--- config.mk ---
export PLATFORM = sky130hd
export DESIGN_NAME = tt_um_neurocore
export DESIGN_NICKNAME = d
export VERILOG_FILES = /design/src/rtl/tt_neurocore_pkg.sv /design/src/rtl/lif_neuron.sv /design/src/rtl/tt_um_neurocore.sv
export SDC_FILE = /design/constraint.sdc
export NUM_CORES = 1
export LEC_CHECK = 0
export ABC_AREA = 1
export BUFFER_PORTS_ARGS = -buffer_cell sky130_fd_sc_hd__buf_2
export CORE_AREA = 2 2 143 145
export DETAILED_ROUTE_END_ITERATION = 7
export DIE_AREA = 0 0 145 147
export PLACE_DENSITY = 0.73
export SYNTH_ARGS = -nofsm -noshare
export SYNTH_HDL_FRONTEND = slang
export SYNTH_SLANG_ARGS = --single-unit
--- constraint.sdc ---
create_clock -name clk -period 4.25 [get_ports clk]
set_clock_uncertainty 0.15 [all_clocks]
set_input_delay 0.6375 -clock clk [delete_from_list [all_inputs] [get_ports clk]]
set_output_delay 0.6375 -clock clk [all_outputs]
set_load 0.02 [all_outputs]
--- src/rtl/tt_neurocore_pkg.sv ---
// Shared widths, register map and reset values for the four-neuron LIF tile.
package tt_neurocore_pkg;

    localparam int N_NEURONS = 4;
    localparam int V_W       = 8;
    localparam int REFR_W    = 4;

    localparam logic [2:0] ADDR_W0   = 3'd0;
    localparam logic [2:0] ADDR_W1   = 3'd1;
    localparam logic [2:0] ADDR_W2   = 3'd2;
    localparam logic [2:0] ADDR_W3   = 3'd3;
    localparam logic [2:0] ADDR_THR  = 3'd4;
    localparam logic [2:0] ADDR_LEAK = 3'd5;
    localparam logic [2:0] ADDR_REFR = 3'd6;
    localparam logic [2:0] ADDR_CTRL = 3'd7;

    localparam logic [V_W-1:0]    THR_RST  = 8'd64;
    localparam logic [V_W-1:0]    LEAK_RST = 8'd1;
    localparam logic [REFR_W-1:0] REFR_RST = 4'd2;

    // Clamp a two-bit-headroom signed sum back into the unsigned membrane range.
    function automatic logic [V_W-1:0] clamp_v(input logic signed [V_W+1:0] s);
        logic [V_W-1:0] r;
        if (s[V_W+1]) begin
            r = {V_W{1'b0}};
        end else if (s[V_W]) begin
            r = {V_W{1'b1}};
        end else begin
            r = s[V_W-1:0];
        end
        return r;
    endfunction

endpackage

--- src/rtl/lif_neuron.sv ---
// One leaky integrate-and-fire neuron: membrane, refractory counter and spike register.
module lif_neuron
    import tt_neurocore_pkg::*;
(
    input  logic              clk,
    input  logic              rst_n,
    input  logic              upd_en,
    input  logic              spike_in,
    input  logic [V_W-1:0]    weight,
    input  logic [V_W-1:0]    threshold,
    input  logic [V_W-1:0]    leak,
    input  logic [REFR_W-1:0] refr_period,
    output logic [V_W-1:0]    v,
    output logic              spike
);

    logic [V_W-1:0]          v_r;
    logic [REFR_W-1:0]       rc_r;
    logic                    spike_r;
    logic signed [V_W+1:0]   w_ext_s;
    logic signed [V_W+1:0]   sum_s;
    logic [V_W-1:0]          s_clamp_s;
    logic                    fire_s;

    // Next membrane candidate: v + weighted input - leak, saturated to 0..255.
    always_comb begin
        w_ext_s   = spike_in ? $signed({{2{weight[V_W-1]}}, weight}) : $signed({(V_W+2){1'b0}});
        sum_s     = $signed({2'b00, v_r}) + w_ext_s - $signed({2'b00, leak});
        s_clamp_s = clamp_v(sum_s);
        fire_s    = (s_clamp_s >= threshold);
    end

    // Neuron state update; when not updating, state holds and the pulse drops.
    always_ff @(posedge clk or negedge rst_n) begin
        if (!rst_n) begin
            v_r     <= {V_W{1'b0}};
            rc_r    <= {REFR_W{1'b0}};
            spike_r <= 1'b0;
        end else if (upd_en) begin
            if (rc_r != {REFR_W{1'b0}}) begin
                rc_r    <= rc_r - {{(REFR_W-1){1'b0}}, 1'b1};
                v_r     <= {V_W{1'b0}};
                spike_r <= 1'b0;
            end else if (fire_s) begin
                rc_r    <= refr_period;
                v_r     <= {V_W{1'b0}};
                spike_r <= 1'b1;
            end else begin
                v_r     <= s_clamp_s;
                spike_r <= 1'b0;
            end
        end else begin
            spike_r <= 1'b0;
        end
    end

    assign v     = v_r;
    assign spike = spike_r;

endmodule

--- src/rtl/tt_um_neurocore.sv ---
// TinyTapeout tile: config register file, input decode and output mux around four LIF neurons.
module tt_um_neurocore
    import tt_neurocore_pkg::*;
(
    input  logic       clk,
    input  logic       rst_n,
    input  logic       ena,
    input  logic [7:0] ui_in,
    input  logic [7:0] uio_in,
    output logic [7:0] uo_out,
    output logic [7:0] uio_out,
    output logic [7:0] uio_oe
);

    logic [V_W-1:0]       weight_r [N_NEURONS];
    logic [V_W-1:0]       thr_r;
    logic [V_W-1:0]       leak_r;
    logic [REFR_W-1:0]    refr_r;
    logic                 enable_r;

    logic                 cfg_we_s;
    logic [2:0]           cfg_addr_s;
    logic                 upd_en_s;
    logic [N_NEURONS-1:0] spike_in_s;
    logic [N_NEURONS-1:0] spike_s;
    logic [V_W-1:0]       v_s [N_NEURONS];
    logic [3:0]           mon_s;
    logic                 unused_s;

    // Input decode; a write cycle masks the spike lines since ui_in carries data.
    always_comb begin
        cfg_we_s   = ena & uio_in[7];
        cfg_addr_s = uio_in[6:4];
        upd_en_s   = ena & enable_r;
        spike_in_s = uio_in[7] ? {N_NEURONS{1'b0}} : ui_in[N_NEURONS-1:0];
        case (uio_in[1:0])
            2'd0:    mon_s = v_s[0][V_W-1:V_W-4];
            2'd1:    mon_s = v_s[1][V_W-1:V_W-4];
            2'd2:    mon_s = v_s[2][V_W-1:V_W-4];
            2'd3:    mon_s = v_s[3][V_W-1:V_W-4];
            default: mon_s = 4'h0;
        endcase
    end

    // Config register file; neurons see the old values during the write edge.
    always_ff @(posedge clk or negedge rst_n) begin
        if (!rst_n) begin
            for (int i = 0; i < N_NEURONS; i++) begin
                weight_r[i] <= {V_W{1'b0}};
            end
            thr_r    <= THR_RST;
            leak_r   <= LEAK_RST;
            refr_r   <= REFR_RST;
            enable_r <= 1'b1;
        end else if (cfg_we_s) begin
            case (cfg_addr_s)
                ADDR_W0:   weight_r[0] <= ui_in;
                ADDR_W1:   weight_r[1] <= ui_in;
                ADDR_W2:   weight_r[2] <= ui_in;
                ADDR_W3:   weight_r[3] <= ui_in;
                ADDR_THR:  thr_r       <= ui_in;
                ADDR_LEAK: leak_r      <= ui_in;
                ADDR_REFR: refr_r      <= ui_in[REFR_W-1:0];
                ADDR_CTRL: enable_r    <= ui_in[0];
                default:   enable_r    <= enable_r;
            endcase
        end
    end

    for (genvar n = 0; n < N_NEURONS; n++) begin : g_neuron
        lif_neuron u_lif (
            .clk         (clk),
            .rst_n       (rst_n),
            .upd_en      (upd_en_s),
            .spike_in    (spike_in_s[n]),
            .weight      (weight_r[n]),
            .threshold   (thr_r),
            .leak        (leak_r),
            .refr_period (refr_r),
            .v           (v_s[n]),
            .spike       (spike_s[n])
        );
    end

    assign unused_s = &{1'b0, uio_in[3:2]};
    assign uo_out   = {mon_s, spike_s};
    assign uio_out  = 8'h00;
    assign uio_oe   = 8'h00;

endmodule

==> metrics <==
clk sinks=105; grt met3 use=2.98%; Power Total=6.97 mW; Routed WL=22200 um; Synthesis Warnings=0; Initial Util=44.4%; via count=7772; final instance area=9980 um^2; vias in the first global route=7415; total congestion overflow=0; flop-to-flop setup slack=0.37 ns; number of buffers created by CTS=9; Final GP Congestion=0.917; routed vias/inst=4.95; critical path endpoint category=flop; io pins=43; row cnt=52; die width=145 um; slowest stage delay, CP=0.49 ns; Period minus WS final=4.04 ns; postcts setup bufs=0; Fmax=247 MHz; Worst path slowest cell=fa_1; Setup Viol. Count Final=0; DR pass1 iterations=5; clk buf depth=2; critical path fanouts, max=8; Buffers & Inverters on Critical Path=7; Die H=147 um; Startpoint Class=primary input; Remaining DRCs=0; die area=21300 um^2; dpl cell area=9580 um^2; Initial DRC Count=515; TNS Setup=0 ns; slew at the pin with the worst max-slew slack=0.813 ns; Filler Cell Count=1934; largest net degree at the start of global routing=62; post-synthesis sequential area ratio=29.9%; CTS clock-pin slew for the worst setup and hold paths=0.07 ns; Detail Route Antenna Nets=0; final slew viol count=0; Cells after Synth=1213; Seq cells post-synth=105; H-tree levels=3; PostCTS Resize Cnt=0; total placed cells including tap cells=1552; post-DP HPWL=17300 um; Power Density=698 nW/um^2; layout cells sized above 1=15.0%; Synth cell types=34; pre-CTS setup slack=-0.157 ns; Setup CP Type=in -> reg; WL/cell=14.1 um; Crit path required time=4.39 ns; CP top delay family=simple AND/OR/NAND/NOR gates; GRT met2 Usage=35.7%; hold buffer count at CTS=0; outcome=finished, final reports clean; GRT Resource Usage Total=21.4%; Lkg Pwr=5.54 nW; share of synthesized registers carrying an async set or reset=100%; final period utilization=95.1%; Area growth syn-to-layout=13.2%; fin nets=1420; synthesized area=8820 um^2; Main synth FF type=dfrtp_1; CTS Root Cell=clkbuf_16; Core ar.=19800 um^2; most used routing layer in global routing=met2; CTS tree=yes; Mapped Avg Cell Area=7.27 um^2; Setup WS post-layout=0.209 ns; initial antenna violation count=2; IO Port Bufs=24; insertion delay to the later sink of the worst-skew pair=0.36 ns; met1 Resource Use GR=29.0%; Max Cap Viol=0; Fin Hold WS=0.222 ns; worst path cell trace=buf_2 -> nor2_1 -> buf_4 -> nand2_1 -> fa_1 -> inv_1 -> ha_1 -> buf_4 -> inv_1 -> nor3_2 -> nand2_2 -> nand3_4 -> inv_1 -> a21oi_1 -> ha_1 -> nand2_1 -> inv_1 -> nor2_1 -> o21a_2 -> nand2_1 -> nor2_4 -> nand3_1 -> nand2_1; first-pass GRT wire length=36200 um; WP data arrival=4.18 ns; Post-synth EDFFs=0; end-of-flow core utilization=50.3%; fin cells=1569; final count of hold timing violations=0; VDD IR-drop max=0.349 mV; Hold WC Path Type=in -> async; worst rel slew slack=45.8%
[cell usage in the layout, fill, tap and decap left out, types with 10 or more instances in the layout]
master,n
nand2_1,379
inv_1,217
dfrtp_1,101
nand3_1,92
ha_1,70
buf_4,68
o21ai_1,48
nor2_1,43
a21oi_1,37
fa_1,31
o21ai_0,27
nand2_2,26
buf_2,23
nand3_2,18
conb_1,16
nand3b_1,12
xor2_1,10
[worst register-to-register path, stage by stage (launching register included)]
cell and delay (ns):
dfstp_2 0.75, ha_1 0.30, inv_1 0.06, ha_1 0.15, inv_1 0.06, fa_2 0.35, inv_1 0.06, nand2_1 0.04
nand2_1 0.07, nand3_1 0.12, nand2_1 0.13, nand2_1 0.07, nand2_2 0.10, a21oi_1 0.09, ha_1 0.31, nand2_1 0.07
inv_1 0.04, nor2_1 0.12, o21a_2 0.21, nand2_1 0.10, nor2_4 0.27, nand3_1 0.12, nand2_1 0.08
[cells by family after synthesis]
family / after synthesis / synth area share (%)
AO/OA/AOI/OAI: 127 / 7.59
XOR/XNOR: 10 / 0.993
adder cells (fa/ha/maj): 108 / 18.0
buffers and inverters: 259 / 12.4
flip-flops: 105 / 29.9
other: 1 / 0.0425
AND/OR/NAND/NOR: 603 / 31.1
[area by class of cell]
cell class	instances	area (um^2)	share of cell area, %
timing repair buffer	91	626	6.27
tap	270	338	3.38
inverter	222	833	8.35
multi-input combinational	864	5270	52.8
clock buffer	9	225	2.26
clock inverter	6	53.8	0.539
antenna	2	5.00	0.0501
sequential	105	2630	26.4
[registers in the layout, indices dropped and copies added, names as in the netlist]
signal and flops:
refr_r 4, weight_r 32, g_neuron.u_lif.spike 4, g_neuron.u_lif.v 32, leak_r 8, thr_r 8
enable_r 1, g_neuron.u_lif.rc_r 16
[worst paths after layout]
path,from,to,depth (start not counted)
worst max-delay path,uio_in[7],g_neuron[1].u_lif.v[5],23
worst min-delay path,rst_n,g_neuron[2].u_lif.v[0],1
worst max register to register,leak_r[0],g_neuron[1].u_lif.v[5],22
worst min register to register,g_neuron[2].u_lif.v[0],g_neuron[2].u_lif.v[0],2
max in group asynchronous,rst_n,refr_r[1],2
min in group clk,g_neuron[2].u_lif.v[0],g_neuron[2].u_lif.v[0],2
[power by group]
part | internal [mW] | total [mW] | switching, mW
sequential | 1.25 | 1.47 | 0.218
combinational | 1.94 | 4.71 | 2.77
clock | 0.404 | 0.797 | 0.393
[routing by layer]
layer	share of wire, %	vias up	routed length, um
met5	0	-	0
met4	2.8	0	625
met3	6.2	42	1380
met2	46	214	10300
met1	45	3606	9940
li1	-	3910	-
[cells in the mapped netlist, drive strengths merged (8+ instances only)]
| cell type | instances | area share, % |
|---|---|---|
| a21oi | 42 | 2.5 |
| buf | 32 | 2.7 |
| dfrtp | 101 | 29 |
| fa | 32 | 7.3 |
| ha | 76 | 11 |
| inv | 222 | 9.4 |
| nand2 | 405 | 18 |
| nand3 | 112 | 7.5 |
| nand3b | 15 | 1.7 |
| nor2 | 55 | 2.9 |
| nor3 | 8 | 0.45 |
| o21ai | 75 | 4.3 |
| xor2 | 10 | 0.99 |
Note: power is estimated with default switching activity, not from simulation.
